File: config.mk
export PLATFORM = sky130hd
export DESIGN_NAME = parking_fee_calc
export DESIGN_NICKNAME = d
export VERILOG_FILES = /design/src/rtl/park_pkg.sv /design/src/rtl/park_slot_regs.sv /design/src/rtl/parking_fee_calc.sv
export SDC_FILE = /design/constraint.sdc
export NUM_CORES = 1
export LEC_CHECK = 0
export CELL_PAD_IN_SITES_DETAIL_PLACEMENT = 1
export CELL_PAD_IN_SITES_GLOBAL_PLACEMENT = 1
export CORE_ASPECT_RATIO = 1.2
export CORE_MARGIN = 8
export CORE_UTILIZATION = 35
export CTS_CLUSTER_DIAMETER = 100
export CTS_CLUSTER_SIZE = 8
export DETAILED_ROUTE_END_ITERATION = 10
export GPL_TIMING_DRIVEN = 0
export PLACE_DENSITY_LB_ADDON = 0.1
export SYNTH_ARGS = -nofsm -noshare
export SYNTH_HDL_FRONTEND = slang
export SYNTH_SLANG_ARGS = --single-unit
File: constraint.sdc
create_clock -name clk -period 7.5 [get_ports clk]
set_input_delay 1.125 -clock clk [delete_from_list [all_inputs] [get_ports clk]]
set_output_delay 1.125 -clock clk [all_outputs]
set_load 0.02 [all_outputs]
File: src/rtl/park_pkg.sv
// Shared parking-timer definitions: FSM states, timer range and the build-time wrap-counter switch.
// PARK_WRAP_COUNT_EN enables per-slot wrap counters so stays longer than one timer period bill correctly.
package park_pkg;
  localparam int              TMR_W     = 10;
  localparam logic [TMR_W-1:0] TIMER_MAX = 10'd999;
  localparam int              PERIOD    = 1000;

  typedef enum logic [1:0] {IDLE, DIFF, FEE, DONE} state_e;

`ifdef PARK_WRAP_COUNT_EN
  localparam bit WRAP_EN = 1'b1;
`else
  localparam bit WRAP_EN = 1'b0;
`endif
endpackage

File: src/rtl/park_slot_regs.sv
// Per-slot occupancy, entry timestamp and (with PARK_WRAP_COUNT_EN) timer-wrap counter.
// Entry to an occupied slot is rejected; exits clear occupancy via clr_req.
module park_slot_regs
  import park_pkg::*;
#(
  parameter int NUM_SLOTS = 4,
  parameter int SLOT_W    = 2
`ifdef PARK_WRAP_COUNT_EN
  , parameter int WRAP_W  = 4
`endif
) (
  input  logic                             clk,
  input  logic                             reset,
  input  logic [TMR_W-1:0]                 timer_count,
  input  logic                             entry_req,
  input  logic [SLOT_W-1:0]                entry_slot,
  input  logic                             clr_req,
  input  logic [SLOT_W-1:0]                clr_slot,
  output logic [NUM_SLOTS-1:0]             occupied,
  output logic [NUM_SLOTS-1:0][TMR_W-1:0]  stamp,
`ifdef PARK_WRAP_COUNT_EN
  output logic [NUM_SLOTS-1:0][WRAP_W-1:0] wraps,
`endif
  output logic                             entry_rej
);

  assign entry_rej = entry_req && occupied[entry_slot];

  for (genvar s = 0; s < NUM_SLOTS; s++) begin : g_slot
    logic             occ_q;
    logic [TMR_W-1:0] stamp_q;
    logic             hit;

    assign hit = entry_req && (entry_slot == SLOT_W'(s)) && !occ_q;

    always_ff @(posedge clk or posedge reset) begin
      if (reset) begin
        occ_q   <= 1'b0;
        stamp_q <= '0;
      end else if (hit) begin
        occ_q   <= 1'b1;
        stamp_q <= timer_count;
      end else if (clr_req && (clr_slot == SLOT_W'(s))) begin
        occ_q   <= 1'b0;
      end
    end

`ifdef PARK_WRAP_COUNT_EN
    logic [WRAP_W-1:0] wrap_q;

    // Occupancy only goes high after the entry edge, so the entry cycle never counts.
    always_ff @(posedge clk or posedge reset) begin
      if (reset)
        wrap_q <= '0;
      else if (hit)
        wrap_q <= '0;
      else if (occ_q && (timer_count == TIMER_MAX) && (wrap_q != '1))
        wrap_q <= wrap_q + 1'b1;
    end

    assign wraps[s] = wrap_q;
`endif

    assign occupied[s] = occ_q;
    assign stamp[s]    = stamp_q;
  end

endmodule

File: src/rtl/parking_fee_calc.sv
// Parking fee calculator: stamps entries, and on exit computes elapsed ticks and an iterative fee.
// PARK_WRAP_COUNT_EN widens duration to cover multiple timer periods.
module parking_fee_calc
  import park_pkg::*;
#(
  parameter int NUM_SLOTS      = 4,
  parameter int SLOT_W         = 2,
  parameter int TICKS_PER_UNIT = 100,
  parameter int RATE           = 5,
  parameter int FEE_W          = 12,
  parameter int WRAP_W         = 4,
  // derived from the build; do not override
  parameter int DUR_W          = TMR_W + (WRAP_EN ? WRAP_W : 0)
) (
  input  logic                 clk,
  input  logic                 reset,
  input  logic [TMR_W-1:0]     timer_count,
  input  logic                 entry_req,
  input  logic [SLOT_W-1:0]    entry_slot,
  input  logic                 exit_req,
  input  logic [SLOT_W-1:0]    exit_slot,
  output logic [NUM_SLOTS-1:0] occupied,
  output logic                 busy,
  output logic                 done,
  output logic [SLOT_W-1:0]    done_slot,
  output logic [DUR_W-1:0]     duration,
  output logic [FEE_W-1:0]     fee,
  output logic                 err
);

  state_e                            state_q;
  logic [SLOT_W-1:0]                 slot_q, done_slot_q;
  logic [TMR_W-1:0]                  now_q, stamp_lat_q;
  logic [DUR_W-1:0]                  d_q, rem_q, dur_q;
  logic [DUR_W-1:0]                  diff_d, rem_d;
  logic [FEE_W-1:0]                  acc_q, fee_q, acc_d;
  logic                              busy_q, done_q, err_q;
  logic                              exit_ok, entry_rej;
  logic [NUM_SLOTS-1:0][TMR_W-1:0]   stamp;
`ifdef PARK_WRAP_COUNT_EN
  logic [NUM_SLOTS-1:0][WRAP_W-1:0]  wraps;
  logic [WRAP_W-1:0]                 wrap_lat_q;
`endif

  assign exit_ok = exit_req && (state_q == IDLE) && occupied[exit_slot];

  park_slot_regs #(
    .NUM_SLOTS (NUM_SLOTS),
    .SLOT_W    (SLOT_W)
`ifdef PARK_WRAP_COUNT_EN
    , .WRAP_W  (WRAP_W)
`endif
  ) u_slots (
    .clk         (clk),
    .reset       (reset),
    .timer_count (timer_count),
    .entry_req   (entry_req),
    .entry_slot  (entry_slot),
    .clr_req     (exit_ok),
    .clr_slot    (exit_slot),
    .occupied    (occupied),
    .stamp       (stamp),
`ifdef PARK_WRAP_COUNT_EN
    .wraps       (wraps),
`endif
    .entry_rej   (entry_rej)
  );

  always_comb begin
    diff_d = '0;
    if (now_q >= stamp_lat_q)
      diff_d = DUR_W'(now_q - stamp_lat_q);
    else
      diff_d = DUR_W'({1'b0, now_q} + (TMR_W+1)'(PERIOD) - {1'b0, stamp_lat_q});
`ifdef PARK_WRAP_COUNT_EN
    // Each counted wrap is one full period; a "now<stamp" stay already contains one of them.
    diff_d = diff_d + DUR_W'(wrap_lat_q) * DUR_W'(PERIOD);
    if (now_q < stamp_lat_q)
      diff_d = diff_d - DUR_W'(PERIOD);
`endif
  end

  always_comb begin
    rem_d = (rem_q > DUR_W'(TICKS_PER_UNIT)) ? rem_q - DUR_W'(TICKS_PER_UNIT) : '0;
    acc_d = (acc_q > {FEE_W{1'b1}} - FEE_W'(RATE)) ? {FEE_W{1'b1}} : acc_q + FEE_W'(RATE);
  end

  always_ff @(posedge clk or posedge reset) begin
    if (reset) begin
      state_q     <= IDLE;
      slot_q      <= '0;
      done_slot_q <= '0;
      now_q       <= '0;
      stamp_lat_q <= '0;
      d_q         <= '0;
      rem_q       <= '0;
      dur_q       <= '0;
      acc_q       <= '0;
      fee_q       <= '0;
      busy_q      <= 1'b0;
      done_q      <= 1'b0;
      err_q       <= 1'b0;
`ifdef PARK_WRAP_COUNT_EN
      wrap_lat_q  <= '0;
`endif
    end else begin
      done_q <= 1'b0;
      err_q  <= entry_rej || (exit_req && !exit_ok);
      case (state_q)
        IDLE: if (exit_ok) begin
          // Latch the slot's record now: the wrap counter may still tick on this edge.
          slot_q      <= exit_slot;
          now_q       <= timer_count;
          stamp_lat_q <= stamp[exit_slot];
`ifdef PARK_WRAP_COUNT_EN
          wrap_lat_q  <= wraps[exit_slot];
`endif
          busy_q      <= 1'b1;
          state_q     <= DIFF;
        end
        DIFF: begin
          d_q     <= diff_d;
          rem_q   <= diff_d;
          acc_q   <= '0;
          state_q <= FEE;
        end
        FEE: begin
          if (rem_q == '0) begin
            state_q <= DONE;
          end else begin
            rem_q <= rem_d;
            acc_q <= acc_d;
          end
        end
        DONE: begin
          done_q      <= 1'b1;
          dur_q       <= d_q;
          fee_q       <= acc_q;
          done_slot_q <= slot_q;
          busy_q      <= 1'b0;
          state_q     <= IDLE;
        end
        default: state_q <= IDLE;
      endcase
    end
  end

  assign busy      = busy_q;
  assign done      = done_q;
  assign done_slot = done_slot_q;
  assign duration  = dur_q;
  assign fee       = fee_q;
  assign err       = err_q;

endmodule

; Word level (Yosys, flattened, before mapping)
; Cells that the tools add are included.
[classes]
mux = 27
eq_ne = 12
magnitude_cmp = 5
add_sub_neg = 5
reduce_logical = 36
[ops]
columns = op, count
row1 = 10-bit two-way mux, 4
row2 = 12-bit two-way mux, 2
row3 = 12-bit one-hot mux with 2 select lines, 1
row4 = 10-bit binary-select mux with 2-bit select, 1
row5 = 10-bit one-hot mux with 2 select lines, 1
row6 = 10-bit subtractor, 2
row7 = 1-bit logical AND, 16
row8 = 12-bit by 3-bit adder with 12-bit output (second input constant), 1
row9 = 2-bit == test (second input constant), 6
row10 = 12-bit > comparator (second input constant), 1
row11 = 1-bit two-way mux, 12
row12 = 2-bit nonzero test, 6
row13 = 10-bit adder (second input constant), 1
row14 = 10-bit >= comparator, 1
row15 = 10-bit by 7-bit > comparator with 1-bit output (second input constant), 1
row16 = 10-bit zero test, 1
row17 = 10-bit by 7-bit subtractor with 10-bit output (second input constant), 1
row18 = 2-bit one-hot mux with 4 select lines, 1
row19 = 2-bit AND reduction, 4
row20 = 2-bit by 1-bit == test with 1-bit output (second input constant), 3
row21 = 2-bit zero test, 3
row22 = 2-bit by 3-bit < comparator with 1-bit output (second input constant), 2
row23 = 2-bit != test (second input constant), 3
row24 = 1-bit zero test, 5
row25 = 4 further kinds, 6
[totals]
regBits = 127
elab_cells = 106
output_inout_bits = 31

; Longest topological paths before layout
; Gate-level depths: netlist (run 1).
[logic_depth]
word_depth = 6
depth_mapped = 13

; Modules after synthesis
; Synthesis (run 1) repeated with hierarchy kept, for this count alone.
[unflattened]
hier_cells = 631
area_unflattened_um2 = 7078.0
[by_module_without_submodules]
columns = mod, cells_each, area_each_um2, seq_area_each_um2, instances
row1 = parking_fee_calc, 523, 5221.3, 2077.0, 1
row2 = park_slot_regs, 108, 1856.8, 1101.1, 1

; Worst setup path after synthesis (run 1)
; No wires, ideal clock.
[synth_timing]
path_type = input port to flip-flop
startpoint = in exit_slot[0]
endpoint = reg now_q[0]
required_time_ns = 7.375
setup_time_ns = 0.125
path_stages = 7
t_arrival_ns = 2.714
path_slack_ns = 4.661
cell_sequence = buf_2 > mux4_2 > nand2_1 > inv_1 > nand2_1 > buf_2 > mux2_2
[synth_via]
elab_chain_cells = 4
[synth_lines]
columns = element, line
row1 = start: declaration, parking_fee_calc.sv:21  ; input logic [SLOT_W-1:0] exit_slot,
row2 = 1-bit binary-select mux with 2-bit select, parking_fee_calc.sv:45  ; assign exit_ok = exit_req && (state_q == IDLE) && occupied[exit_slot];
row3 = 1-bit two-way mux (implied by the code), parking_fee_calc.sv:45
row4 = 1-bit logical AND, parking_fee_calc.sv:45
row5 = 2-bit AND reduction (no line), n/a
row6 = end signal: assignment, parking_fee_calc.sv:113  ; now_q <= timer_count;
row7 = end: declaration, parking_fee_calc.sv:33  ; logic [TMR_W-1:0] now_q, stamp_lat_q;
; Every way passes these cells. The select of a mux whose other input is x is not followed.
; A chain may end at the register's enable or synchronous reset.

; Worst setup path after layout (run 1)
[layout_timing]
startpoint = reg now_q[0]
endpoint = reg rem_q[2]
[layout_via]
elab_chain_cells = 4
[layout_lines]
columns = element, line
row1 = 10-bit adder, parking_fee_calc.sv:74  ; diff_d = DUR_W'({1'b0, now_q} + (TMR_W+1)'(PERIOD) - {1'b0, stamp_lat_q});
row2 = 10-bit subtractor, parking_fee_calc.sv:74
row3 = 10-bit two-way mux *, parking_fee_calc.sv:71  ; if (now_q >= stamp_lat_q)
row4 = 10-bit one-hot mux with 2 select lines *, parking_fee_calc.sv:109  ; case (state_q)
row5 = end signal: assignment, parking_fee_calc.sv:123  ; rem_q <= diff_d;
row6 = end signal: assignment, parking_fee_calc.sv:131  ; rem_q <= rem_d;
row7 = end: declaration, parking_fee_calc.sv:34  ; logic [DUR_W-1:0] d_q, rem_q, dur_q;
; Every way passes the cells marked *; elsewhere a longest branch is shown, timed or not.

==> summary.md, run 1 <==
| Metric | Value |
|---|---|
| Outcome | `finished, final reports clean` |
| Port Buffers | `46` |
| Ys async rst share | `100%` |
| Total half-perimeter wirelength after legalization and detailed placement | `between 10 and 15 mm` |
| Clock sinks | `between 100 and 150` |
| Deepest clock path buffer count | `2` |
| First-pass iteration count of the detailed router | `4` |
| Power density of the placed cells | `between 500 and 600 nW/um2` |
| Routed length per placed instance | `~18 um` |
| Crit path from | `now_q[0]` |
| Synthesized instance count | `between 500 and 600` |
| R2r startpoint | `now_q[0]` |
| Layout Area Growth over Synthesis | `20.3%` |
| Post-synth top flop | `sky130_fd_sc_hd__dfrtp_1` |
| WP data required | `7.77 ns` |
| Slew at the pin with the worst max-slew slack | `0.844 ns` |
| Number of gates given a new drive strength after cts | `0` |
| Number of buffers added for setup after CTS | `0` |
| Register clock-pin slew on the reported worst setup and hold paths | `around 0.06 ns` |
| Dominant cells by area after synthesis | `sky130_fd_sc_hd__dfrtp_1 (47%), sky130_fd_sc_hd__mux2_2 (14%), sky130_fd_sc_hd__ha_1 (6.2%)` |
| Final cell count without fillers | `roughly 940` |
| Worst hold path type | `reg2reg` |
| Antenna Nets Post-Route | `0` |
| Most numerous cell in the Yosys netlist | `sky130_fd_sc_hd__dfrtp_1` |
| First-pass GRT wire length | `28.5 mm` |
| Largest area contributor in the synthesized netlist | `sky130_fd_sc_hd__dfrtp_1` |
| Rel. slew slack | `43.8%` |
| Average cell area after synthesis | `around 11 um2` |
| Fraction of post-synthesis cell area in the top cell type by area | `between 40% and 50%` |
| Maximum frequency from static timing analysis | `0.308 GHz` |
| Antenna cell count | `0` |
| CTS buffer count | `17` |
| Via count of the first global-routing pass | `between 5000 and 6000` |
| Die outline area | `24200 um2` |
| Final number of setup-violating endpoints | `0` |
| DR iter-0 viols | `approximately 210` |
| H-Tree Depth | `4` |
| Routed via count | `~4800` |
| Largest net degree at the start of global routing | `just under 80` |
| Largest clock skew in the final design | `just over 0.01 ns` |
| Post-layout minimum cycle time | `3.24 ns` |
| CTS tree | `yes` |
| Global-route congestion overflow total | `0` |
| Biggest fanout along the worst timing path | `10` |
| Starting density of the core | `35.2%` |
| Overall Global Routing Usage | `approximately 15%` |
| Hold-fix buffers at CTS | `0` |
| Site row count | `56` |
| Post-synthesis register bit count | `about 130` |
| Netlist Area Pre-Place | `6810 um2` |
| Overall die height | `approximately 170 um` |
| Ports | `49` |
| Worst setup path category | `reg2reg` |
| Routability congestion estimate | `between 0.8 and 0.9` |
| Filler Cells Inserted | `2140` |
| Arr. time, crit path | `~3.5 ns` |
| Floorplan die width | `143 um` |
| Part of the Yosys area used for sequential elements | `around 47%` |
| Kind of launch point of the worst setup path | `flip-flop` |
| Final hold violation count | `0` |
| Number of synthesized flops with an enable pin | `0` |
| Number of max-slew violations in the final report | `0` |
| Setup repair after global routing missed its margin | `false` |
| Total detailed-routing wirelength | `16.7 mm` |
| Buffer type at the clock tree root | `sky130_fd_sc_hd__clkbuf_16` |
| Worst-case vdd ir drop | `roughly 240 uV` |
| Top cells by count, synth | `sky130_fd_sc_hd__dfrtp_1 (127), sky130_fd_sc_hd__mux2_2 (87), sky130_fd_sc_hd__inv_1 (45), sky130_fd_sc_hd__nand2_1 (41), sky130_fd_sc_hd__o21ai_0 (36)` |
| Final period util | `a little over two fifths` |
| Yosys Warn Count | `0` |
| Clock latency of the later-clocked register in the worst-skew pair | `about 0.4 ns` |
| Worst hold start | `slot_q[1]` |
| DRC Markers | `0` |
| Post-synth cell types | `61` |
| Share of final-layout standard cells stronger than drive strength 1 | `~22%` |
| # Max-Cap Violations | `0` |
| Number of instances in the placed design | `between 900 and 1000` |
| Leak Pwr | `3.53 nW` |
| Core Footprint | `19300 um2` |
| Type of destination of the critical path | `flip-flop` |
| Vias per cell | `5.09` |
| Number of nets in the layout | `719` |
| Initial antenna violation count | `0` |
| Net Count, Synth | `between 600 and 700` |
| TNS Setup | `0 ns` |
## layer usage
metal,GRT usage (%),wire length (um),up-vias
met5,0,0,-
met4,4.90,299,0
met3,3.21,398,16
met2,27.7,9310,43
met1,16.6,6730,2443
li1,-,-,2270
## sequential cells by signal, indices dropped and copies added (netlist names)
name / count
u_slots.g_slot.occ_q: 4
now_q: 10
d_q: 10
err: 1
done: 1
acc_q: 12
duration: 10
fee: 12
slot_q: 2
busy: 1
stamp_lat_q: 10
u_slots.g_slot.stamp_q: 40
done_slot: 2
rem_q: 10
state_q: 2
## through the flow
| step | total power, mW | cell area [um2] | utilization [%] | worst slack [ns] | hold WS (ns) |
|---|---|---|---|---|---|
| 2_1_floorplan | 2.93 | 6810 | - | 2.99 | 0.441 |
| 3_3_place_gp | 3.54 | 7600 | 39.3 | 1.07 | 0.479 |
| 3_5_place_dp | 3.65 | 7630 | 39.5 | 3.98 | 0.481 |
| 4_1_cts | 4.46 | 8190 | 42.4 | 4.22 | 0.496 |
| 5_1_grt | 4.74 | 8190 | 42.4 | 4.08 | 0.520 |
| 6_report | 4.38 | 8190 | 42.4 | 4.26 | 0.494 |
## critical path, cell delays in order, from the launching register on
cell and delay [ns]:
sky130_fd_sc_hd__dfrtp_1 0.37, sky130_fd_sc_hd__inv_1 0.06, sky130_fd_sc_hd__ha_1 0.14, sky130_fd_sc_hd__inv_1 0.09
sky130_fd_sc_hd__fa_1 0.44, sky130_fd_sc_hd__a211oi_1 0.34, sky130_fd_sc_hd__nor4_1 0.17, sky130_fd_sc_hd__nor4_4 0.50
sky130_fd_sc_hd__buf_4 0.27, sky130_fd_sc_hd__mux2i_1 0.38, sky130_fd_sc_hd__o221ai_1 0.17, sky130_fd_sc_hd__a21boi_0 0.17
## power by group
part | switching (mW) | internal, mW | total [mW]
logic | 1.29 | 1.10 | 2.40
clock network | 0.314 | 0.466 | 0.780
registers | 0.204 | 0.997 | 1.20
## worst paths after layout
| path | endpoint | slack [ns] | cells after the start |
|---|---|---|---|
| max | rem_q[2] | 4.26 | 11 |
| max reg2reg | rem_q[2] | 4.26 | 11 |
| min in group asynchronous | u_slots.g_slot[3].stamp_q[8] | 1.22 | 2 |
| min reg2reg | slot_q[1] | 0.49 | 2 |
| min | slot_q[1] | 0.49 | 2 |
| max in group asynchronous | duration[5] | 5.55 | 3 |
## cells by family after synthesis
| logic type | after synthesis | synth area share [%] |
|---|---|---|
| buffers and inverters | 77 | 4.74 |
| AND/OR/NAND/NOR | 120 | 8.89 |
| flip-flops | 127 | 46.7 |
| XOR/XNOR | 12 | 1.54 |
| adder cells (fa/ha/maj) | 37 | 7.13 |
| multiplexers | 108 | 19.7 |
| AO/OA/AOI/OAI | 117 | 11.4 |
## layout make-up
cell class              count  area (um2)  area share, %
multi-input cells         394        3310           40.4
flip-flops and latches    127        3180           38.8
repair buffers             47         488           5.96
clock buffers              20         447           5.45
well taps                 261         327           3.99
inverters                  45         174           2.12
plain buffers              32         154           1.88
clock inverters            12         114           1.39
## cell usage in the layout, fill, tap and decap left out, types with 7 or more instances in the layout
| cell type | instances |
|---|---|
| sky130_fd_sc_hd__nand2_1 | 41 |
| sky130_fd_sc_hd__mux2i_1 | 9 |
| sky130_fd_sc_hd__ha_1 | 34 |
| sky130_fd_sc_hd__xnor2_1 | 9 |
| sky130_fd_sc_hd__nor2_1 | 23 |
| sky130_fd_sc_hd__nand3_1 | 15 |
| sky130_fd_sc_hd__clkbuf_1 | 21 |
| sky130_fd_sc_hd__clkbuf_16 | 17 |
| sky130_fd_sc_hd__a22o_1 | 7 |
| sky130_fd_sc_hd__mux2_2 | 87 |
| sky130_fd_sc_hd__mux4_2 | 12 |
| sky130_fd_sc_hd__inv_1 | 44 |
| sky130_fd_sc_hd__a21oi_1 | 28 |
| sky130_fd_sc_hd__clkdlybuf4s50_1 | 46 |
| sky130_fd_sc_hd__nor2b_1 | 7 |
| sky130_fd_sc_hd__dfrtp_1 | 127 |
| sky130_fd_sc_hd__o21ai_0 | 36 |
(Power assumes the default switching activity.)
==> run 2, diff against run 1 <==
==> constraint.sdc (replaced) <==
create_clock -name clk -period 3.3 [get_ports clk]
set_input_delay 0.495 -clock clk [delete_from_list [all_inputs] [get_ports clk]]
set_output_delay 0.495 -clock clk [all_outputs]
set_load 0.02 [all_outputs]
==> summary.md, run 2 (same netlist as run 1, synthesis figures left out) <==
| Metric | Value |
|---|---|
| Outcome | `finished, final reports clean` |
| Die outline area | `between 20000 and 25000 um2` |
| Register clock-pin slew on the reported worst setup and hold paths | `roughly 0.06 ns` |
| DRC Markers | `0` |
| Kind of launch point of the worst setup path | `flip-flop` |
| Highest-count cells in the layout ignoring fill and taps | `sky130_fd_sc_hd__dfrtp_1 (127), sky130_fd_sc_hd__mux2_2 (87), sky130_fd_sc_hd__clkdlybuf4s50_1 (46)` |
| Final hold violation count | `0` |
| Vias per cell | `slightly above 5` |
| Number of instances in the placed design | `908` |
| Sequential cell area in the final layout | `3180 um2` |
| Routed length per placed instance | `17.4 um` |
| Antenna cell count | `0` |
| Deepest clock path buffer count | `2` |
| Flip-flop count of the largest register after layout | `40` |
| Starting density of the core | `between 30% and 40%` |
| Net switching power | `between 4 and 5 mW` |
| GR Layer Usage met3 | `around 2.6%` |
| Global routing usage on met1 | `between 15 and 20%` |
| Gate power share | `54.0%` |
| First-pass GRT wire length | `between 20 and 30 mm` |
| Rel. slew slack | `a little under half` |
| Routed via count | `4808` |
| Number of max-slew violations in the final report | `0` |
| Register with the most flip-flops | `u_slots.g_slot.stamp_q` |
| Met2 Track Usage GR | `a little over a quarter` |
| CTS tree | `yes` |
| Core Footprint | `19300 um2` |
| CTS buffer count | `17` |
| Power density of the placed cells | `~1200 nW/um2` |
| Antenna Nets Post-Route | `0` |
| # Max-Cap Violations | `0` |
| Site row count | `56` |
| Final setup margin | `~0.30 ns` |
| Clock latency of the later-clocked register in the worst-skew pair | `about 0.42 ns` |
| First-pass iteration count of the detailed router | `6` |
| Share of total power in sequential cells | `a little over a quarter` |
| Global route hottest layer | `met2` |
| Buffer type at the clock tree root | `sky130_fd_sc_hd__clkbuf_16` |
| Worst setup path category | `reg2reg` |
| Share of final-layout standard cells stronger than drive strength 1 | `23.0%` |
| Final period util | `90.8%` |
| Switching share of power | `40.3%` |
| Post-layout minimum cycle time | `between 2 and 3 ns` |
| Layout Area Growth over Synthesis | `22.0%` |
| Leak Pwr | `around 3.6 nW` |
| Via count of the first global-routing pass | `around 5400` |
| Number of nets in the layout | `roughly 720` |
| Routability congestion estimate | `between 0.8 and 0.9` |
| Arr. time, crit path | `approximately 3.3 ns` |
| Total half-perimeter wirelength after legalization and detailed placement | `12.4 mm` |
| Maximum frequency from static timing analysis | `0.334 GHz` |
| Minimum setup slack after placement | `around 0.11 ns` |
| Final cell count without fillers | `about 940` |
| Worst-case vdd ir drop | `~460 uV` |
| Leading cell type in the layout, fill and taps excluded | `sky130_fd_sc_hd__dfrtp_1` |
| Hold-fix buffers at CTS | `0` |
| Overall die height | `between 150 and 200 um` |
| Setup repair after global routing missed its margin | `false` |
| Ports | `just under 50` |
| Worst hold path type | `in2async` |
| Global-route congestion overflow total | `0` |
| TNS Setup | `0 ns` |
| Design internal power | `approximately 6 mW` |
| Fraction of power consumed by the clock network | `19.4%` |
| Clock sinks | `around 130` |
| Reg2Reg Setup Slack | `0.30 ns` |
| Initial antenna violation count | `0` |
| Overall Global Routing Usage | `between 10% and 20%` |
| Largest clock skew in the final design | `around 0.0067 ns` |
| DR iter-0 viols | `roughly 110` |
| Filler Cells Inserted | `around 2100` |
| Total detailed-routing wirelength | `between 15 and 20 mm` |
| Area of the multi-input gates | `between 3000 and 4000 um2` |
| Port Buffers | `46` |
| H-Tree Depth | `4` |
| Biggest fanout along the worst timing path | `10` |
| Type of destination of the critical path | `flip-flop` |
| Floorplan die width | `~140 um` |
| WP data required | `3.58 ns` |
| Slew at the pin with the worst max-slew slack | `between 0.8 and 0.9 ns` |
| Largest net degree at the start of global routing | `43` |
| Final number of setup-violating endpoints | `0` |
[run 2: changes by cell type in the layout (fill, tap and decap cells not counted), sizes merged]
| cell | previous run | this run |
|---|---|---|
| inv | 46 | 45 |
| clkinvlp | 4 | 3 |
| buf | 14 | 19 |
| bufinv | 1 | 3 |
[run 2: per-stage QoR]
step | total power [mW] | area [um2] | hold slack (ns) | util [%]
after floorplan | 6.66 | 6810 | 0.441 | -
after global placement | 8.03 | 7600 | 0.480 | 39.3
after detailed placement | 8.24 | 7660 | 0.491 | 39.6
after CTS | 10.3 | 8290 | 0.502 | 42.9
after global routing | 11.0 | 8310 | 0.521 | 43.0
final | 10.2 | 8310 | 0.496 | 43.0
[run 2: power groups by stage]
stage | combinational, mW | sequential (mW) | clock [mW]
3_3_place_gp | 5.32 | 2.70 | 0
5_1_grt | 6.12 | 2.82 | 2.08
2_1_floorplan | 3.92 | 2.74 | 0
4_1_cts | 5.54 | 2.74 | 2.03
6_report | 5.50 | 2.72 | 1.97
3_5_place_dp | 5.49 | 2.75 | 0
[run 2: area by class of cell]
cell class	count	area share, %
inverters	45	2.08
clock buffers	20	5.62
repair buffers	52	6.54
flip-flops and latches	127	38.2
multi-input cells	394	39.8
clock inverters	12	1.91
well taps	261	3.93
plain buffers	32	1.85
[run 2: per-layer routing]
metal | up-vias | share of wire [%]
li1 | 2279 | -
met1 | 2467 | 41
met2 | 42 | 56
met3 | 20 | 1.9
met4 | 0 | 1.6
met5 | - | 0
[run 2: worst paths after layout]
check                                from                      endpoint  depth (start not counted)
worst min register to register  slot_q[1]                     slot_q[1]                          2
worst max-delay path             now_q[0]                      rem_q[2]                         12
min in group clk                slot_q[1]                     slot_q[1]                          2
max in group asynchronous           reset  u_slots.g_slot[0].stamp_q[6]                          3
worst min-delay path                reset                        d_q[1]                          2
worst max register to register   now_q[0]                      rem_q[2]                         12
[run 2: timing repair]
item	CTS	global route
gates resized for setup	0	0
setup buffers	0	3
setup endpoints to repair	0	1
[run 2: critical path, stage by stage, from the launching register on]
cell	delay (ns)
sky130_fd_sc_hd__dfrtp_1	0.37
sky130_fd_sc_hd__inv_1	0.06
sky130_fd_sc_hd__ha_1	0.14
sky130_fd_sc_hd__inv_1	0.08
sky130_fd_sc_hd__fa_1	0.44
sky130_fd_sc_hd__a211oi_1	0.33
sky130_fd_sc_hd__nor4_1	0.15
sky130_fd_sc_hd__nor4_4	0.22
sky130_fd_sc_hd__buf_4	0.17
sky130_fd_sc_hd__buf_4	0.17
sky130_fd_sc_hd__mux2i_1	0.36
sky130_fd_sc_hd__o221ai_1	0.19
sky130_fd_sc_hd__a21boi_0	0.17
==> run 3, diff against run 2 <==
--- a/config.mk
+++ b/config.mk
@@ -8,7 +8,6 @@
 export CELL_PAD_IN_SITES_DETAIL_PLACEMENT = 1
 export CELL_PAD_IN_SITES_GLOBAL_PLACEMENT = 1
 export CORE_ASPECT_RATIO = 1.2
-export CORE_MARGIN = 8
 export CORE_UTILIZATION = 35
 export CTS_CLUSTER_DIAMETER = 100
 export CTS_CLUSTER_SIZE = 8
==> summary.md, run 3 (same netlist as run 1, synthesis figures left out) <==
| Metric | Value |
|---|---|
| Maximum frequency from static timing analysis | `0.328 GHz` |
| Kind of launch point of the worst setup path | `flip-flop` |
| Site row count | `55` |
| Worst flop-to-flop path endpoint | `rem_q[2]` |
| Floorplan die width | `129 um` |
| Flip-flop count of the largest register after layout | `40` |
| Antenna Nets Post-Route | `0` |
| Outcome | `finished, final reports clean` |
| Biggest fanout along the worst timing path | `10` |
| Share of total power in sequential cells | `between 20% and 30%` |
| # Max-Cap Violations | `0` |
| Starting density of the core | `36.0%` |
| First-pass iteration count of the detailed router | `4` |
| Rel. slew slack | `a little over two fifths` |
| Initial antenna violation count | `0` |
| Number of max-slew violations in the final report | `0` |
| Worst reg-to-reg path cell count | `12` |
| Leading cell type in the layout, fill and taps excluded | `sky130_fd_sc_hd__dfrtp_1` |
| Total detailed-routing wirelength | `16.2 mm` |
| H-Tree Depth | `4` |
| Port Buffers | `46` |
| Leak Pwr | `around 3.6 nW` |
| Reg2Reg Setup Slack | `approximately 0.25 ns` |
| Register with the most flip-flops | `u_slots.g_slot.stamp_q` |
| Antenna cell count | `0` |
| Cell family with the largest share of critical-path delay | `compound AO/OA/AOI/OAI gates` |
| Overall die height | `roughly 150 um` |
| Buffers & Inverters on Critical Path | `4` |
| Highest-count cells in the layout ignoring fill and taps | `sky130_fd_sc_hd__dfrtp_1 (127), sky130_fd_sc_hd__mux2_2 (87), sky130_fd_sc_hd__clkdlybuf4s50_1 (46)` |
| Clock latency of the later-clocked register in the worst-skew pair | `0.42 ns` |
| Final number of setup-violating endpoints | `0` |
| Routed length per placed instance | `17.3 um` |
| Via count of the first global-routing pass | `between 5000 and 6000` |
| Vias per cell | `between 5 and 6` |
| Net switching power | `approximately 4 mW` |
| WP data required | `approximately 3.6 ns` |
| TNS Setup | `0 ns` |
| Crit path from | `now_q[0]` |
| Buffer type at the clock tree root | `sky130_fd_sc_hd__clkbuf_16` |
| CTS buffer count | `17` |
| DR iter-0 viols | `around 130` |
| Area of the multi-input gates | `3310 um2` |
| Overall Global Routing Usage | `between 10% and 20%` |
| Deepest clock path buffer count | `2` |
| Routability congestion estimate | `0.836` |
| Worst setup path category | `reg2reg` |
| Critical Path Slowest Stage Cell | `sky130_fd_sc_hd__fa_1` |
| First-pass GRT wire length | `about 28 mm` |
| Setup repair after global routing missed its margin | `false` |
| Largest clock skew in the final design | `between 0.01 and 0.015 ns` |
| Power density of the placed cells | `roughly 1200 nW/um2` |
| Worst-case vdd ir drop | `553 uV` |
| Final period util | `a little over 90%` |
| Layout Area Growth over Synthesis | `21.3%` |
| Gate power share | `about 55%` |
| Die outline area | `between 20000 and 25000 um2` |
| Switching share of power | `a little over 40%` |
| Share of final-layout standard cells stronger than drive strength 1 | `~23%` |
| Delay of the slowest cell on the worst path | `around 0.46 ns` |
| Cells traversed along the worst timing path | `inv_1 -> ha_1 -> inv_1 -> fa_1 -> a211oi_1 -> nor4_1 -> nor4_4 -> buf_4 -> buf_4 -> mux2i_1 -> o221ai_1 -> a21boi_0` |
| Worst hold margin | `between 0.4 and 0.5 ns` |
| Core Footprint | `18900 um2` |
| Largest net degree at the start of global routing | `44` |
| Register clock-pin slew on the reported worst setup and hold paths | `approximately 0.050 ns` |
| Global-route congestion overflow total | `0` |
| Clock sinks | `approximately 130` |
| Worst hold path type | `in2async` |
| Post-layout minimum cycle time | `3.05 ns` |
| Design internal power | `about 6.0 mW` |
| Final hold violation count | `0` |
| Arr. time, crit path | `~3.3 ns` |
| Slew at the pin with the worst max-slew slack | `0.849 ns` |
| Ports | `a little under 50` |
| CTS tree | `yes` |
| Number of nets in the layout | `around 720` |
| Type of destination of the critical path | `flip-flop` |
| DRC Markers | `0` |
| Routed via count | `between 4000 and 5000` |
| Fraction of power consumed by the clock network | `between 10% and 20%` |
| Sequential cell area in the final layout | `between 3000 and 4000 um2` |
| Total half-perimeter wirelength after legalization and detailed placement | `roughly 12 mm` |
| Filler Cells Inserted | `2031` |
| R2r startpoint | `now_q[0]` |
run 3: final cells by class:
cell class	count	area share [%]
tap	256	3.88
timing repair buffer	52	6.57
clock buffer	24	6.07
clock inverter	8	0.970
inverter	45	2.09
buffer	32	1.86
multi-input combinational	394	40.1
sequential	127	38.5
run 3: timing repair:
item,in CTS,in global routing
setup endpoints to repair,0,1
resized for setup,0,0
endpoints found under the hold margin,0,0
setup buffers,0,3
hold buffers,0,0
run 3: worst max path at each step:
stage                                         to  depth (start not counted)  slack [ns]
floorplan                                 d_q[9]                         13        0.67
global placement    u_slots.g_slot[3].stamp_q[7]                          2        0.03
detailed placement                      rem_q[2]                         11        0.08
CTS                                     rem_q[2]                         11        0.08
global route                            rem_q[2]                         12        0.05
finish                                  rem_q[2]                         12        0.25
run 3: layer usage:
metal | vias to the layer above | part of all wire [%] | global-route usage, %
met5 | - | 0 | 0
met4 | 0 | 2.0 | 7.39
met3 | 22 | 2.0 | 3.22
met2 | 56 | 54 | 33.1
met1 | 2439 | 42 | 21.1
li1 | 2272 | - | -
run 3: power groups by stage:
stage | Clock, mW | Sequential [mW] | Combinational, mW
after global routing | 1.94 | 2.82 | 6.16
after detailed placement | 0 | 2.76 | 5.49
after floorplan | 0 | 2.74 | 3.92
final | 1.82 | 2.72 | 5.50
after global placement | 0 | 2.71 | 5.31
after CTS | 1.88 | 2.73 | 5.52
run 3: per-stage QoR:
stage	worst slack [ns]	util [%]	cells	cell area (um2)	total power, mW
2_1_floorplan	0.673	-	598	6810	6.66
3_3_place_gp	0.0322	40.1	900	7590	8.02
3_5_place_dp	0.0778	40.4	903	7650	8.25
4_1_cts	0.0772	43.5	935	8240	10.1
5_1_grt	0.0504	43.6	938	8260	10.9
6_report	0.247	43.6	938	8260	10.0
